`src/rtl/video_crop_decim_if.sv`:
```
// Pixel stream bundle: frame sync, pixel valid, pixel data and line/frame
// end markers. The master drives the stream and the slave consumes it.
interface video_crop_decim_if #(
    parameter int WIDTH = 24
) ();
    logic             vs;
    logic             de;
    logic [WIDTH-1:0] data;
    logic             eol;
    logic             eof;

    modport master (output vs, de, data, eol, eof);
    modport slave  (input  vs, de, data, eol, eof);
endinterface

```
`src/rtl/video_crop_decim.sv`:
```
// Crop-and-decimate stage: keeps pixels inside a frame-latched window,
// optionally every 2^n-th column/row, and tags line/frame ends.
module video_crop_decim #(
    parameter int DATA_WIDTH = 8,
    parameter int CHANNELS   = 3,
    parameter int X_WIDTH    = 12,
    parameter int Y_WIDTH    = 12,
    parameter int DEC_BITS   = 2
) (
    input  logic                clk,
    input  logic                rst_n,
    input  logic [X_WIDTH-1:0]  cfg_start_x,
    input  logic [Y_WIDTH-1:0]  cfg_start_y,
    input  logic [X_WIDTH-1:0]  cfg_end_x,
    input  logic [Y_WIDTH-1:0]  cfg_end_y,
    input  logic [DEC_BITS-1:0] cfg_dec_x,
    input  logic [DEC_BITS-1:0] cfg_dec_y,
    video_crop_decim_if.slave   pix_in,
    video_crop_decim_if.master  pix_out,
    output logic                active_o,
    output logic [X_WIDTH-1:0]  out_w_o,
    output logic [Y_WIDTH-1:0]  out_h_o,
    output logic                cfg_err_o
);
    localparam int PIX_W = DATA_WIDTH * CHANNELS;

    typedef enum logic [1:0] {IDLE, FRAME, DONE} state_t;

    function automatic logic [X_WIDTH-1:0] sat_inc_x(input logic [X_WIDTH-1:0] v);
        return (&v) ? v : v + X_WIDTH'(1);
    endfunction

    function automatic logic [Y_WIDTH-1:0] sat_inc_y(input logic [Y_WIDTH-1:0] v);
        return (&v) ? v : v + Y_WIDTH'(1);
    endfunction

    // True when the offset from the window origin lands on the decimation grid.
    function automatic logic phase_ok_x(input logic [X_WIDTH-1:0] off,
                                        input logic [DEC_BITS-1:0] dec);
        logic [X_WIDTH-1:0] mask;
        mask = ~({X_WIDTH{1'b1}} << dec);
        return (off & mask) == '0;
    endfunction

    function automatic logic phase_ok_y(input logic [Y_WIDTH-1:0] off,
                                        input logic [DEC_BITS-1:0] dec);
        logic [Y_WIDTH-1:0] mask;
        mask = ~({Y_WIDTH{1'b1}} << dec);
        return (off & mask) == '0;
    endfunction

    state_t              state, state_nxt;
    logic                vs_d, de_d, calc_p1;
    logic [X_WIDTH-1:0]  sh_start_x, sh_end_x, x_cnt;
    logic [Y_WIDTH-1:0]  sh_start_y, sh_end_y, y_cnt;
    logic [DEC_BITS-1:0] sh_dec_x, sh_dec_y;
    logic                frame_en;
    logic                unused_in;

    // eol/eof on the input side carry no meaning for this stage
    assign unused_in = ^{pix_in.eol, pix_in.eof};

    wire vs_rise = pix_in.vs & ~vs_d;
    wire de_fall = de_d & ~pix_in.de;

    // Output geometry derived from the shadowed window
    wire [X_WIDTH-1:0] win_w  = sh_end_x - sh_start_x;
    wire [Y_WIDTH-1:0] win_h  = sh_end_y - sh_start_y;
    wire [X_WIDTH-1:0] geo_w  = ((win_w - X_WIDTH'(1)) >> sh_dec_x) + X_WIDTH'(1);
    wire [Y_WIDTH-1:0] geo_h  = ((win_h - Y_WIDTH'(1)) >> sh_dec_y) + Y_WIDTH'(1);
    wire [X_WIDTH-1:0] last_x = sh_start_x + ((geo_w - X_WIDTH'(1)) << sh_dec_x);
    wire [Y_WIDTH-1:0] last_y = sh_start_y + ((geo_h - Y_WIDTH'(1)) << sh_dec_y);
    wire               err    = (sh_end_x <= sh_start_x) | (sh_end_y <= sh_start_y);

    // Pixel keep decision and markers for the pixel sampled this cycle
    wire kept = frame_en & pix_in.de & ~vs_rise
              & (x_cnt >= sh_start_x) & (x_cnt < sh_end_x)
              & (y_cnt >= sh_start_y) & (y_cnt < sh_end_y)
              & phase_ok_x(x_cnt - sh_start_x, sh_dec_x)
              & phase_ok_y(y_cnt - sh_start_y, sh_dec_y);
    wire eol_now = kept & (x_cnt == last_x);
    wire eof_now = eol_now & (y_cnt == last_y);

    // Edge detectors; a de coincident with the latch does not count as a line
    always_ff @(posedge clk or negedge rst_n) begin
        if (!rst_n) begin
            vs_d    <= 1'b0;
            de_d    <= 1'b0;
            calc_p1 <= 1'b0;
        end else begin
            vs_d    <= pix_in.vs;
            de_d    <= vs_rise ? 1'b0 : pix_in.de;
            calc_p1 <= vs_rise;
        end
    end

    // Shadow configuration, captured only at the frame latch
    always_ff @(posedge clk or negedge rst_n) begin
        if (!rst_n) begin
            sh_start_x <= '0;
            sh_end_x   <= '0;
            sh_start_y <= '0;
            sh_end_y   <= '0;
            sh_dec_x   <= '0;
            sh_dec_y   <= '0;
        end else if (vs_rise) begin
            sh_start_x <= cfg_start_x;
            sh_end_x   <= cfg_end_x;
            sh_start_y <= cfg_start_y;
            sh_end_y   <= cfg_end_y;
            sh_dec_x   <= cfg_dec_x;
            sh_dec_y   <= cfg_dec_y;
        end
    end

    // Saturating column/row counters of the incoming raster
    always_ff @(posedge clk or negedge rst_n) begin
        if (!rst_n) begin
            x_cnt <= '0;
            y_cnt <= '0;
        end else if (vs_rise) begin
            x_cnt <= '0;
            y_cnt <= '0;
        end else if (pix_in.de) begin
            x_cnt <= sat_inc_x(x_cnt);
        end else if (de_fall) begin
            x_cnt <= '0;
            y_cnt <= sat_inc_y(y_cnt);
        end
    end

    // State register
    always_ff @(posedge clk or negedge rst_n) begin
        if (!rst_n) state <= IDLE;
        else        state <= state_nxt;
    end

    // Next-state: any latch restarts the frame, the last kept pixel ends it
    always_comb begin
        state_nxt = state;
        if (vs_rise)                       state_nxt = FRAME;
        else if (state == FRAME && eof_now) state_nxt = DONE;
    end

    // Pixels are only forwarded while a valid frame is in progress
    always_comb begin
        frame_en = 1'b0;
        if (state == FRAME && !err) frame_en = 1'b1;
    end

    // Geometry/error report, registered the cycle after the shadows load
    always_ff @(posedge clk or negedge rst_n) begin
        if (!rst_n) begin
            out_w_o   <= '0;
            out_h_o   <= '0;
            cfg_err_o <= 1'b0;
        end else if (calc_p1) begin
            out_w_o   <= err ? '0 : geo_w;
            out_h_o   <= err ? '0 : geo_h;
            cfg_err_o <= err;
        end
    end

    // Output pixel register; data holds its last kept value between pixels
    always_ff @(posedge clk or negedge rst_n) begin
        if (!rst_n) begin
            pix_out.vs   <= 1'b0;
            pix_out.de   <= 1'b0;
            pix_out.eol  <= 1'b0;
            pix_out.eof  <= 1'b0;
            pix_out.data <= '0;
        end else begin
            pix_out.vs  <= pix_in.vs;
            pix_out.de  <= kept;
            pix_out.eol <= eol_now;
            pix_out.eof <= eof_now;
            if (kept) pix_out.data <= pix_in.data[PIX_W-1:0];
        end
    end

    // Active flag: set by the latch, dropped the cycle after eof is shown
    always_ff @(posedge clk or negedge rst_n) begin
        if (!rst_n)           active_o <= 1'b0;
        else if (vs_rise)     active_o <= 1'b1;
        else if (pix_out.eof) active_o <= 1'b0;
    end
endmodule

```
`src/flat_wrapper.sv`:
```
// flat-port wrapper written by rule: the top's interface ports become plain ports
module video_crop_decim_flat 
#(
    parameter int DATA_WIDTH = 8,
    parameter int CHANNELS   = 3,
    parameter int X_WIDTH    = 12,
    parameter int Y_WIDTH    = 12,
    parameter int DEC_BITS   = 2
)
  (clk, rst_n, cfg_start_x, cfg_start_y, cfg_end_x, cfg_end_y, cfg_dec_x, cfg_dec_y, active_o, out_w_o, out_h_o, cfg_err_o, pix_in_vs, pix_in_de, pix_in_data, pix_in_eol, pix_in_eof, pix_out_vs, pix_out_de, pix_out_data, pix_out_eol, pix_out_eof);
  video_crop_decim_if #(.WIDTH((24))) pix_in_i ();
  video_crop_decim_if #(.WIDTH((24))) pix_out_i ();
  input  logic clk;
  input  logic rst_n;
  input  logic [X_WIDTH-1:0] cfg_start_x;
  input  logic [Y_WIDTH-1:0] cfg_start_y;
  input  logic [X_WIDTH-1:0] cfg_end_x;
  input  logic [Y_WIDTH-1:0] cfg_end_y;
  input  logic [DEC_BITS-1:0] cfg_dec_x;
  input  logic [DEC_BITS-1:0] cfg_dec_y;
  output logic active_o;
  output logic [X_WIDTH-1:0] out_w_o;
  output logic [Y_WIDTH-1:0] out_h_o;
  output logic cfg_err_o;
  input wire logic [$bits(pix_in_i.vs)-1:0] pix_in_vs;
  input wire logic [$bits(pix_in_i.de)-1:0] pix_in_de;
  input wire logic [$bits(pix_in_i.data)-1:0] pix_in_data;
  input wire logic [$bits(pix_in_i.eol)-1:0] pix_in_eol;
  input wire logic [$bits(pix_in_i.eof)-1:0] pix_in_eof;
  output wire logic [$bits(pix_out_i.vs)-1:0] pix_out_vs;
  output wire logic [$bits(pix_out_i.de)-1:0] pix_out_de;
  output wire logic [$bits(pix_out_i.data)-1:0] pix_out_data;
  output wire logic [$bits(pix_out_i.eol)-1:0] pix_out_eol;
  output wire logic [$bits(pix_out_i.eof)-1:0] pix_out_eof;
  assign pix_in_i.vs = pix_in_vs;
  assign pix_in_i.de = pix_in_de;
  assign pix_in_i.data = pix_in_data;
  assign pix_in_i.eol = pix_in_eol;
  assign pix_in_i.eof = pix_in_eof;
  assign pix_out_vs = pix_out_i.vs;
  assign pix_out_de = pix_out_i.de;
  assign pix_out_data = pix_out_i.data;
  assign pix_out_eol = pix_out_i.eol;
  assign pix_out_eof = pix_out_i.eof;
  video_crop_decim #(.DATA_WIDTH(DATA_WIDTH), .CHANNELS(CHANNELS), .X_WIDTH(X_WIDTH), .Y_WIDTH(Y_WIDTH), .DEC_BITS(DEC_BITS)) u_core (.clk(clk), .rst_n(rst_n), .cfg_start_x(cfg_start_x), .cfg_start_y(cfg_start_y), .cfg_end_x(cfg_end_x), .cfg_end_y(cfg_end_y), .cfg_dec_x(cfg_dec_x), .cfg_dec_y(cfg_dec_y), .pix_in(pix_in_i), .pix_out(pix_out_i), .active_o(active_o), .out_w_o(out_w_o), .out_h_o(out_h_o), .cfg_err_o(cfg_err_o));
endmodule
```
`config.mk`:
```
export PLATFORM = sky130hd
export DESIGN_NAME = video_crop_decim_flat
export DESIGN_NICKNAME = d
export VERILOG_FILES = /design/src/rtl/video_crop_decim_if.sv /design/src/rtl/video_crop_decim.sv /design/src/flat_wrapper.sv
export SDC_FILE = /design/constraint.sdc
export NUM_CORES = 1
export LEC_CHECK = 0
export CAP_MARGIN = 25
export CORE_MARGIN = 3
export CORE_UTILIZATION = 31
export CTS_CLUSTER_DIAMETER = 100
export DETAILED_ROUTE_END_ITERATION = 6
export PLACE_DENSITY = 0.56
export SLEW_MARGIN = 20
export SYNTH_ARGS = -nofsm -noshare
export SYNTH_HDL_FRONTEND = slang
export SYNTH_SLANG_ARGS = --single-unit
```
`constraint.sdc`:
```
create_clock -name clk -period 9.85 [get_ports clk]
set_input_delay 1.97 -clock clk [delete_from_list [all_inputs] [get_ports clk]]
set_output_delay 1.97 -clock clk [all_outputs]
set_load 0.01 [all_outputs]
```
==> flow_metrics.env, run 1 <==
export IMPL_synth_compound_area_share_pct=21.16
export IMPL_final_cell_mix="134 x dfrtp_1, 132 x clkdlybuf4s50_1, 119 x nand2_1"
export IMPL_criticalPathCategory="flip-flop to flip-flop"
export IMPL_post_cts_resized=0
export IMPL_synth_area_leaders="dfrtp_1 29%, ha_1 11%, o21ai_0 5.1%"
export IMPL_ys_warn_count=0
export IMPL_cp_slowest_cell="a311oi_1"
export IMPL_tritoncts_num_buffers=17
export IMPL_status="finished with violations"
export IMPL_clockBufferDepth=2
export IMPL_synth_edf_count=0
export IMPL_p_sw_share_pct=43.55
export IMPL_synthAdderAreaFrac_pct=11.71
export IMPL_die_w_um=198.6
export IMPL_cpPeakStageDelay_ns=0.82
export IMPL_cts_sinks=134
export IMPL_synthDistinctLibCells=85
export IMPL_ant_nets=0
export IMPL_place_hpwl_um=25220
export IMPL_routabilityCongestion=0.8587
export IMPL_clock_skew_ns=0.01980
export IMPL_cts_htree_levels=4
export IMPL_fmax_mhz=143.2
export IMPL_grt_pass1_vias=9956
export IMPL_io_buffers=133
export IMPL_required_ns=10.18
export IMPL_period_minus_slack_ns=6.986
export IMPL_drv_cap=0
export IMPL_ys_seq_area_share_pct=29.17
export IMPL_p_leak_nw=6.120
export IMPL_mostFrequentLayoutCell="dfrtp_1"
export IMPL_async_flop_share_pct=100.0
export IMPL_die_h_um=198.6
export IMPL_fin_nets=1640
export IMPL_worst_pin_slew_ns=0.9223
export IMPL_fillCellCount=3722
export IMPL_min_path_type="flip-flop to flip-flop"
export IMPL_grt_ovfl_total=0
export IMPL_antenna_found_initial=0
export IMPL_synth_xor_area_share_pct=8.828
export IMPL_switchingPower_mw=1.305
export IMPL_p_comb_share_pct=56.3
export IMPL_via_count=10150
export IMPL_syn_avg_cell_area_sq_um=8.515
export IMPL_hold_viol=0
export IMPL_wire_per_inst_um=17.12
export IMPL_synthCells=1350
export IMPL_cts_root_buffer_cell="clkbuf_16"
export IMPL_reg2reg_depth=25
export IMPL_antenna_cells=0
export IMPL_synth_nets=1536
export IMPL_insertion_delay_ns=0.44
export IMPL_failed_checks="DRC"
export IMPL_cts_setup_buffers=0
export IMPL_rsz0062_at_grt="no"
export IMPL_grt_use_total_pct=16.82
export IMPL_first_iter_violations=744
export IMPL_dr_pass1_iters=7
export IMPL_fin_crit_sh_pct=70.92
export IMPL_io_pins=136
export IMPL_yosysTopAreaCellShare_pct=29.17
export IMPL_yosys_area_top_type="dfrtp_1"
export IMPL_arrival_ns=7.32
export IMPL_slew_violations=0
export IMPL_synth_seq_cells=134
export IMPL_muxShareOfSynthArea_pct=5.573
export IMPL_power_density_nw_per_um2=216.3
export IMPL_grt_max_degree=92
export IMPL_power_mw=2.996
export IMPL_syn2layout_area_growth_pct=20.53
export IMPL_post_route_util_pct=38.39
export IMPL_die_area_sq_um=39430
export IMPL_syn_area_sq_um=11490
export IMPL_synth_top_family_by_area="compound AO/OA/AOI/OAI gates"
export IMPL_vdd_ir_drop_max_uv=134.0
export IMPL_fp_row_count=69
export IMPL_ys_flop_type="dfrtp_1"
export IMPL_core_area_sq_um=36090
export IMPL_yosys_area_share_simple_pct=18.34
export IMPL_post_route_drc_count=1
export IMPL_setup_tns_ns=0
export IMPL_wl_um=33020
export IMPL_cts_hold_buffers=0
export IMPL_setup_viol=0
export IMPL_max_slew_margin_pct=38.10
export IMPL_cp_start_kind="flip-flop"
export IMPL_cp_end_kind="flip-flop"
export IMPL_drive_gt1_share_pct=6.817
export IMPL_cp_max_fo=9
export IMPL_via_per_inst=5.263
export IMPL_clkTransAtPathRegs_ns=0.07
export IMPL_clock_power_share_pct=22.1
export IMPL_p_int_mw=1.691
export IMPL_whs_path_depth=1
export IMPL_grt_pass1_wl_um=53480
export IMPL_seqPwrFrac_pct=21.6
export IMPL_cts_tree="yes"
export IMPL_start_util_pct=31.85
stage by stage:
stage / setup WS (ns) / hold slack, ns / area (sq um) / std cells
CTS: 3.032 / 0.5077 / 13840 / 1927
global route: 2.322 / 0.5232 / 13850 / 1928
global placement: 3.146 / 0.4860 / 13240 / 1895
floorplan: 4.149 / 0.4668 / 11490 / 1350
detailed placement: 3.056 / 0.4934 / 13240 / 1895
finish: 2.864 / 0.5032 / 13850 / 1928
critical path, delay by kind of cell (launching register included):
| family | cells | cell delay (ns) |
|---|---|---|
| xor gates and xnor gates | 2 | 0.88 |
| AOI/OAI and AO/OA | 9 | 2.34 |
| muxes | 2 | 0.78 |
| buffers and inverters | 2 | 0.16 |
| and+or+nand+nor | 7 | 1.21 |
| adders and majority gates | 3 | 1.07 |
| DFF | 1 | 0.43 |
cells in the mapped netlist, drive strengths merged (30+ instances only):
master,instances
nand3,49
clkbuf,40
inv,99
a21o,50
o21ai,123
nand2,119
dfrtp,134
nor2,87
xnor2,68
xor2,47
ha,98
a21oi,68
mux2,30
path summary, 6_finish.rpt:
| check | start | to | slack (ns) |
|---|---|---|---|
| min reg2reg | u_core.pix_out.data[4] | u_core.pix_out.data[4] | 0.50 |
| min | u_core.pix_out.data[4] | u_core.pix_out.data[4] | 0.50 |
| max in group asynchronous | rst_n | u_core.out_w_o[11] | 7.04 |
| max | u_core.sh_start_x[0] | u_core.state[1] | 2.86 |
| min in group asynchronous | rst_n | u_core.sh_end_x[4] | 1.61 |
| max reg2reg | u_core.sh_start_x[0] | u_core.state[1] | 2.86 |
state kept, by name, indices dropped and copies added (netlist names), 2 cells and up:
register and flops:
u_core.state 2, u_core.sh_end_x 12, u_core.sh_dec_y 2, u_core.sh_dec_x 2
u_core.y_cnt 12, u_core.sh_start_y 12, u_core.sh_start_x 12, u_core.pix_out.data 24
u_core.x_cnt 12, u_core.out_h_o 12, u_core.out_w_o 12, u_core.sh_end_y 12
layout make-up:
type / count / area, sq um / share of cell area, %
tap: 461 / 576.8 / 4.163
inverter: 99 / 372.9 / 2.691
sequential: 134 / 3353 / 24.20
multi-input combinational: 1061 / 7555 / 54.53
clock inverter: 13 / 143.9 / 1.039
clock buffer: 19 / 452.9 / 3.269
timing repair buffer: 141 / 1400 / 10.11
routing by layer:
layer  up-vias  share of wire (%)  global-route usage [%]
li1       5053                  -                       -
met1      4834                 50                   24.72
met2       234                 44                   25.22
met3        27                4.8                   3.083
met4         0                1.8                   4.763
met5         -                  0                       0
logic make-up after synthesis:
family / count (synthesis)
fa+ha+maj: 104
flops: 134
buf+inv: 155
simple gates: 418
compound gates: 365
xor+xnor: 115
mux: 59
power groups by stage:
| stage | combinational [mW] | sequential (mW) | clock [mW] |
|---|---|---|---|
| final | 1.69 | 0.649 | 0.661 |
| after global routing | 1.87 | 0.656 | 0.700 |
| after CTS | 1.68 | 0.650 | 0.678 |
| after detailed placement | 1.67 | 0.660 | 0 |
| after global placement | 1.64 | 0.660 | 0 |
| after floorplan | 1.25 | 0.655 | 0 |
Power figures use the tool's default switching activity.
==> run 2: changes to the inputs <==
==> constraint.sdc (replaced) <==
create_clock -name clk -period 6.65 [get_ports clk]
set_input_delay 1.33 -clock clk [delete_from_list [all_inputs] [get_ports clk]]
set_output_delay 1.33 -clock clk [all_outputs]
set_load 0.01 [all_outputs]
==> run 2 against run 1 <==
Against the previous run:
- the flow now finishes without violations
- cell count is 0.73% higher
- die area stayed put
- combinational power is 52% higher
- global-route usage is 0.11 points higher
- fmax is 12% higher
- first-iteration DRC count is 13% lower
- clock-buffer cell count stayed put
- largest cell class unchanged
- largest power group unchanged
==> flow_metrics.env, run 2 (synthesized netlist as in run 1, its figures left out) <==
export IMPL_antenna_found_initial=0
export IMPL_tritoncts_num_buffers=17
export IMPL_grt_max_degree=85
export IMPL_period_minus_slack_ns=6.240
export IMPL_fin_crit_sh_pct=93.83
export IMPL_post_route_drc_count=0
export IMPL_regMostFlops="u_core.pix_out.data"
export IMPL_final_cell_mix="134 x dfrtp_1, 132 x clkdlybuf4s50_1, 119 x nand2_1"
export IMPL_cts_sinks=134
export IMPL_power_mw=4.570
export IMPL_setup_tns_ns=0
export IMPL_largest_register_ffs=24
export IMPL_place_worst_setup_slack_ns=0.1996
export IMPL_dpl_cell_area_sq_um=13340
export IMPL_grt_pass1_wl_um=53650
export IMPL_layout_setup_ws_ns=0.4100
export IMPL_place_hpwl_um=25560
export IMPL_ant_nets=0
export IMPL_antenna_cells=0
export IMPL_core_area_sq_um=36090
export IMPL_postLayoutCellArea_sq_um=14040
export IMPL_p_comb_share_pct=56.2
export IMPL_p_int_mw=2.615
export IMPL_first_iter_violations=650
export IMPL_grt_use_total_pct=16.93
export IMPL_setup_viol=0
export IMPL_switchingPower_mw=1.954
export IMPL_seqPwrFrac_pct=21.2
export IMPL_drive_gt1_share_pct=8.170
export IMPL_die_w_um=198.6
export IMPL_p_sw_share_pct=42.77
export IMPL_vdd_ir_drop_max_uv=205.7
export IMPL_post_route_util_pct=38.92
export IMPL_fp_row_count=69
export IMPL_wl_um=33160
export IMPL_clock_skew_ns=0.01548
export IMPL_grt_pass1_vias=9943
export IMPL_die_h_um=198.6
export IMPL_required_ns=6.99
export IMPL_drv_cap=0
export IMPL_status="finished, final reports clean"
export IMPL_cp_max_fo=7
export IMPL_cts_tree="yes"
export IMPL_clockBufferDepth=2
export IMPL_routabilityCongestion=0.8683
export IMPL_io_buffers=133
export IMPL_mostFrequentLayoutCell="dfrtp_1"
export IMPL_criticalPathCategory="flip-flop to flip-flop"
export IMPL_start_util_pct=31.85
export IMPL_grt_ovfl_total=0
export IMPL_slew_violations=0
export IMPL_max_slew_margin_pct=43.29
export IMPL_min_path_type="flip-flop to flip-flop"
export IMPL_p_leak_nw=6.224
export IMPL_clock_power_share_pct=22.6
export IMPL_clkTransAtPathRegs_ns=0.06
export IMPL_rsz0062_at_grt="no"
export IMPL_cp_end_kind="flip-flop"
export IMPL_arrival_ns=6.58
export IMPL_die_area_sq_um=39430
export IMPL_via_count=10190
export IMPL_cts_root_buffer_cell="clkbuf_16"
export IMPL_io_pins=136
export IMPL_wire_per_inst_um=17.08
export IMPL_dr_pass1_iters=5
export IMPL_worst_pin_slew_ns=0.8507
export IMPL_power_density_nw_per_um2=325.4
export IMPL_insertion_delay_ns=0.44
export IMPL_fmax_mhz=160.3
export IMPL_cp_start_kind="flip-flop"
export IMPL_hold_viol=0
export IMPL_cts_htree_levels=4
export IMPL_via_per_inst=5.247
export IMPL_fin_nets=1654
export IMPL_syn2layout_area_growth_pct=22.18
==> run 2: changes by cell type in the layout (fill, tap and decap cells not counted), sizes merged <==
cell | previous run | this run
buf | 9 | 23
bufinv | 2 | 4
clkinvlp | 4 | 2
==> run 2: worst paths after layout <==
check | slack, ns | cells after the start | from | end
hold / removal | 0.51 | 1 | u_core.pix_out.data[3] | u_core.pix_out.data[3]
setup reg to reg | 0.41 | 23 | u_core.sh_start_y[0] | u_core.pix_out.eof
max in group asynchronous | 4.53 | 2 | rst_n | u_core.pix_out.data[2]
min in group asynchronous | 0.98 | 1 | rst_n | u_core.x_cnt[3]
setup / recovery | 0.41 | 23 | u_core.sh_start_y[0] | u_core.pix_out.eof
hold reg to reg | 0.51 | 1 | u_core.pix_out.data[3] | u_core.pix_out.data[3]
==> run 2: cell type report <==
| type | instances | area (sq um) |
|---|---|---|
| Tap cell | 461 | 576.8 |
| Inverter | 99 | 372.9 |
| Sequential cell | 134 | 3353 |
| Fill cell | 3711 | 22040 |
| Timing Repair Buffer | 155 | 1505 |
| Clock buffer | 19 | 432.9 |
| Multi-Input combinational cell | 1061 | 7609 |
| Clock inverter | 13 | 195.2 |
==> run 2: per-stage QoR <==
stage	instances	hold slack, ns
final	1942	0.5052
after global routing	1942	0.5219
after CTS	1940	0.5079
after detailed placement	1908	0.4927
after global placement	1908	0.4834
after floorplan	1350	0.4668
==> run 2: what timing repair did <==
item                                   in CTS  in global routing
endpoints found under the hold margin       0                  0
hold buffers                                0                  0
resized for setup                           0                 12
setup buffers                               0                  1
setup endpoints to repair                   0                  4
==> run 2: worst max-delay path, stage by stage, from the launching register on <==
cell and delay (ns):
dfrtp_1 0.43, inv_1 0.09, ha_1 0.22, inv_1 0.07, fa_1 0.42, nand2b_1 0.20, a21oi_1 0.34, xnor2_1 0.17
a211oi_4 0.35, nor4b_2 0.24, buf_4 0.19, xnor2_1 0.25, nor2_1 0.12, xnor2_1 0.16, nor2_1 0.05, a21oi_1 0.27
o21ai_0 0.24, ha_1 0.41, a21o_1 0.17, a21o_1 0.19, xnor2_1 0.12, or4_1 0.57, or4_1 0.61, nor4b_4 0.24
==> run 2: layer usage <==
metal | global-route usage, % | wire (um) | vias to the layer above
met1 | 24.59 | 16560 | 4843
met3 | 3.303 | 1689 | 28
li1 | - | - | 5077
met2 | 25.60 | 14370 | 242
met4 | 4.711 | 548 | 0
met5 | 0 | 0 | -
==> run 2: power groups by stage <==
stage	Sequential, mW	Clock (mW)	Combinational, mW
2_1_floorplan	0.970	0	1.85
3_3_place_gp	0.984	0	2.46
3_5_place_dp	0.984	0	2.50
4_1_cts	0.970	1.06	2.51
5_1_grt	0.980	1.10	2.84
6_report	0.969	1.03	2.57
